[config.mk]
export PLATFORM = sky130hd
export DESIGN_NAME = io_input_conditioner
export DESIGN_NICKNAME = d
export VERILOG_FILES = /design/src/rtl/io_defs_pkg.sv /design/src/rtl/io_input_conditioner_debounce_bit.sv /design/src/rtl/io_input_conditioner.sv
export SDC_FILE = /design/constraint.sdc
export NUM_CORES = 1
export LEC_CHECK = 0
export BUFFER_PORTS_ARGS = -buffer_cell sky130_fd_sc_hd__buf_2
export CAP_MARGIN = 10
export CORE_MARGIN = 10
export CORE_UTILIZATION = 62
export DETAILED_ROUTE_END_ITERATION = 8
export PLACE_DENSITY = 0.9
export SYNTH_ARGS = -nofsm -noshare
export SYNTH_HDL_FRONTEND = slang
export SYNTH_SLANG_ARGS = --single-unit
[constraint.sdc]
create_clock -name M_CLOCK -period 2.76 [get_ports M_CLOCK]
set_input_delay 0.276 -clock M_CLOCK [delete_from_list [all_inputs] [get_ports M_CLOCK]]
set_output_delay 0.276 -clock M_CLOCK [all_outputs]
set_load 0.05 [all_outputs]
[src/rtl/io_defs_pkg.sv]
// Shared constants for the IO board input front end.
package io_defs;

  localparam logic        PB_PRESSED              = 1'b0;
  localparam int unsigned DEFAULT_DEBOUNCE_CYCLES = 500000;
  localparam int unsigned IO_N_PB                 = 4;
  localparam int unsigned IO_N_DSW                = 8;

endpackage

[src/rtl/io_input_conditioner_debounce_bit.sv]
// Single-bit synchroniser plus debouncer with registered one-cycle rise/fall pulses.
module debounce_bit
  import io_defs::*;
#(
  parameter int unsigned DEBOUNCE_CYCLES = DEFAULT_DEBOUNCE_CYCLES,
  parameter int unsigned SYNC_STAGES     = 2
) (
  input  logic clk,
  input  logic rst_n,
  input  logic raw,
  output logic db,
  output logic rise,
  output logic fall
);

  localparam int unsigned     CW      = $clog2(DEBOUNCE_CYCLES);
  localparam logic [CW-1:0]   CNT_MAX = CW'(DEBOUNCE_CYCLES - 1);

  logic [SYNC_STAGES-1:0] sync;
  logic                   s;
  logic [CW-1:0]          cnt;

  assign s = sync[SYNC_STAGES-1];

  always_ff @(posedge clk or negedge rst_n) begin
    if (!rst_n) begin
      sync <= '1;
      db   <= 1'b1;
      cnt  <= '0;
      rise <= 1'b0;
      fall <= 1'b0;
    end else begin
      sync <= {sync[SYNC_STAGES-2:0], raw};
      rise <= 1'b0;
      fall <= 1'b0;
      if (s == db) begin
        cnt <= '0;
      end else if (cnt == CNT_MAX) begin
        // Accept the new level and flag its direction on the same edge.
        db   <= s;
        cnt  <= '0;
        rise <= s;
        fall <= ~s;
      end else begin
        cnt <= cnt + CW'(1);
      end
    end
  end

endmodule

[src/rtl/io_input_conditioner.sv]
// Pushbutton / DIP-switch conditioner: per-bit debounce, edge pulses and button priority encode.
module io_input_conditioner
  import io_defs::*;
#(
  parameter int unsigned DEBOUNCE_CYCLES = DEFAULT_DEBOUNCE_CYCLES,
  parameter int unsigned SYNC_STAGES     = 2,
  parameter int unsigned N_PB            = IO_N_PB,
  parameter int unsigned N_DSW           = IO_N_DSW
) (
  input  logic             M_CLOCK,
  input  logic             M_RESET_N,
  input  logic [N_PB-1:0]  IO_PB,
  input  logic [N_DSW-1:0] IO_DSW,
  output logic [N_PB-1:0]  PB_DB,
  output logic [N_DSW-1:0] DSW_DB,
  output logic [N_PB-1:0]  PB_PRESS,
  output logic [N_PB-1:0]  PB_RELEASE,
  output logic             DSW_CHANGED,
  output logic             PB_ANY,
  output logic [1:0]       PB_ACTIVE
);

  logic [N_DSW-1:0] dsw_rise;
  logic [N_DSW-1:0] dsw_fall;

  // Buttons are active-low: a falling debounced level is a press.
  for (genvar i = 0; i < N_PB; i++) begin : g_pb
    debounce_bit #(
      .DEBOUNCE_CYCLES(DEBOUNCE_CYCLES),
      .SYNC_STAGES    (SYNC_STAGES)
    ) u_db (
      .clk  (M_CLOCK),
      .rst_n(M_RESET_N),
      .raw  (IO_PB[i]),
      .db   (PB_DB[i]),
      .rise (PB_RELEASE[i]),
      .fall (PB_PRESS[i])
    );
  end

  for (genvar j = 0; j < N_DSW; j++) begin : g_dsw
    debounce_bit #(
      .DEBOUNCE_CYCLES(DEBOUNCE_CYCLES),
      .SYNC_STAGES    (SYNC_STAGES)
    ) u_db (
      .clk  (M_CLOCK),
      .rst_n(M_RESET_N),
      .raw  (IO_DSW[j]),
      .db   (DSW_DB[j]),
      .rise (dsw_rise[j]),
      .fall (dsw_fall[j])
    );
  end

  assign DSW_CHANGED = |(dsw_rise | dsw_fall);
  assign PB_ANY      = ~&PB_DB;

  always_comb begin
    logic found;
    PB_ACTIVE = '0;
    found     = 1'b0;
    for (int unsigned k = 0; k < N_PB; k++) begin
      if (!found && PB_DB[k] == PB_PRESSED) begin
        PB_ACTIVE = 2'(k);
        found     = 1'b1;
      end
    end
  end

endmodule

==> qor.yml <==
global_routing:
  grt_pass1_wl_mm: 48.8
  grt_pass1_vias: 10300
  grt_start_max_net_pins: 100
  antenna_found_initial: 0
  overflow: 0
  grt_usage_pct: 19.8
hold_path:
  min_path_type: "in2async"
sta:
  tns_ps: 0
  setup_ws_ps: 628
  slew_violations: 0
  worst_pin_slew_ps: 772
  setup_violations: 0
  hold_viol: 0
  finalCritPeriodShare_pct: 77.2
  finClkSkew_ps: 18.4
  period_minus_slack_ps: 2130
  fmax_mhz: 469
  slew_headroom_pct: 48.5
  hold_ws_ps: 335
  rsz0062_at_grt: "no"
cts:
  path_clk_slew_ps: 60
  h-tree-depth: 1
  cts_root_buf: "clkbuf_16"
  clk_latency_ps: 550
  cts_setup_buffers: 0
  cts_max_path_buffers: 3
  tritoncts: "done"
  numCtsBuffers: 29
  clkSinkCount: 288
flow_run:
  cap_viol_max_count: 0
final_layout:
  final_area_um2: 15000
  layout-drive-gt1-share_pct: 12.9
  area_growth_syn_to_layout_pct: 11.0
  finish.utilization_pct: 69.3
  diodes: 0
  stdcell_count: 1673
  ff_latch_area_um2: 7250
  nets: 1396
  multi_input_area_um2: 5910
  fill_cells: 1476
synth:
  synth.yosys.seq_area_share_pct: 53.5
  synthCells: 1318
  synth_area_um2: 13500
  synthTopCellsByArea: "dfrtp_1 (47%), dfstp_2 (7.0%), xnor2_1 (6.1%), nor2_1 (4.6%), xor2_1 (3.9%)"
  yosysWarningCount: 0
  synth_top_area_share_pct: 46.5
  synthArstFlopShare_pct: 100
  syn_area_per_cell_um2: 10.3
  synth_fp_nets: 1344
  synth_edf_count: 0
  netlist-cell-type-count: 44
  synth_flop_cell: "dfrtp_1"
  yosys_register_bits: 288
  synth_area_leader_cell: "dfrtp_1"
floorplanning:
  fp.dieW_um: 168
  ios: 38
  start_util_pct: 62.5
  die_h_um: 168
  rows: 54
  dieArea_um2: 28200
  core_um2: 21700
routing:
  drtIter0Drc: 876
  antenna_left: 0
  avgViaCountPerCell: 6.07
  num_vias: 10200
  route.detailed.drc: 0
  first_pass_iters: 5
  wire_per_inst_um: 16.5
  wirelength_mm: 27.5
placed_design:
  placed_cell_area_um2: 14000
  port-buffer-count: 37
  dp_hpwl_mm: 18.4
  placed_cells: 1606
  dpl_worst_slack_ps: 667
  place.gp.congestion: 0.876
status:
  status: "completed"
critical_path:
  critPathLaunchType: "register"
  cp.required_ps: 3220
  crit_fanout: 9
  path_class: "reg2reg"
  critPathCaptureType: "register"
  cp.arrival_ps: 2590
pwr:
  leakage_nw: 6.04
  pwr_density_cell_nw_per_um2: 553
  ir_drop_v: 0.000517
  total_power_mw: 8.31
-- per-layer routing --
layer,up-vias,GRT usage [%],part of all wire [%]
met4,0,4.88,1.6
met1,5022,25.6,43
met3,42,2.65,4.5
li1,4804,-,-
met2,286,34.4,51
met5,-,0,0
-- power breakdown --
group | internal (mW) | total, mW | switching (mW)
Clock | 2.07 | 3.67 | 1.60
Combinational | 0.0974 | 0.280 | 0.182
Sequential | 4.30 | 4.36 | 0.0626
Total | 6.47 | 8.31 | 1.85
-- state kept, by name, indices dropped and copies added, names as in the netlist --
name / cells
g_dsw.u_db.cnt: 152
g_pb.u_db.sync: 8
g_pb.u_db.fall: 4
g_dsw.u_db.sync: 16
g_pb.u_db.rise: 4
g_dsw.u_db.fall: 8
g_pb.u_db.db: 4
g_pb.u_db.cnt: 76
g_dsw.u_db.db: 8
g_dsw.u_db.rise: 8
-- layout make-up --
type                    instances  area share, %
flip-flops and latches        288           48.2
clock buffers                  44           5.47
repair buffers                 71           3.46
clock inverters                10          0.482
multi-input cells             951           39.3
inverters                      29          0.724
well taps                     280           2.33
-- path summary, 6_finish.rpt --
check,start,to,slack (ps),depth (start not counted)
setup / recovery,g_dsw[6].u_db.cnt[0],g_dsw[6].u_db.cnt[18],630,5
hold / removal,M_RESET_N,g_dsw[5].u_db.cnt[16],330,2
setup reg to reg,g_dsw[6].u_db.cnt[0],g_dsw[6].u_db.cnt[18],630,5
hold reg to reg,g_pb[0].u_db.sync[0],g_pb[0].u_db.sync[1],350,0
max in group asynchronous,M_RESET_N,g_pb[0].u_db.sync[0],1530,3
min in group M_CLOCK,g_pb[0].u_db.sync[0],g_pb[0].u_db.sync[1],350,0
-- synth_stat cells (6+ instances only) --
| master | instances |
|---|---|
| nand4_1 | 58 |
| nor4_1 | 34 |
| dfstp_2 | 36 |
| inv_1 | 29 |
| nor2_1 | 165 |
| nand3_1 | 75 |
| nor3_1 | 26 |
| o21ai_0 | 32 |
| xor2_1 | 60 |
| or3_1 | 44 |
| ha_1 | 12 |
| and4_1 | 16 |
| mux2_2 | 12 |
| nand2_1 | 73 |
| o31ai_1 | 28 |
| nor4b_1 | 6 |
| nor3b_1 | 31 |
| dfrtp_1 | 252 |
| o31ai_2 | 6 |
| a21oi_1 | 63 |
| or2_2 | 13 |
| xnor2_1 | 94 |
| and3_1 | 22 |
| and2_1 | 13 |
| buf_4 | 21 |
| or4_1 | 37 |
| clkbuf_1 | 23 |
-- layout by cell type (no fill, tap or decap), types with 16 or more instances in the layout --
master,count
a21oi_1,63
and3_1,22
and4_1,16
buf_2,36
buf_4,18
clkbuf_16,29
dfrtp_1,252
dfstp_2,36
inv_1,29
nand2_1,73
nand3_1,75
nand4_1,58
nor2_1,165
nor3_1,26
nor3b_1,31
nor4_1,34
o21ai_0,32
o31ai_1,28
or3_1,44
or4_1,37
xnor2_1,94
xor2_1,60
-- repair_timing --
item	4_1_cts	5_1_grt
hold buffers	13	0
endpoints found under the setup margin	0	0
resized for setup	0	0
hold endpoints to repair	95	0
-- logic make-up after synthesis --
| family | share of synthesized area, % |
|---|---|
| adders and majority gates | 1.11 |
| muxes | 0.997 |
| buffers and inverters | 2.83 |
| AOI/OAI and AO/OA | 6.09 |
| xor gates and xnor gates | 9.95 |
| DFF | 53.5 |
| and+or+nand+nor | 25.5 |
-- worst max-delay path, cell delays in order, from the launching register on --
cell	delay (ps)
dfrtp_1	390
ha_1	230
nand4_1	330
nor2_1	300
or4b_2	620
a21oi_1	190
No activity file was read; power rests on OpenSTA's default activity.
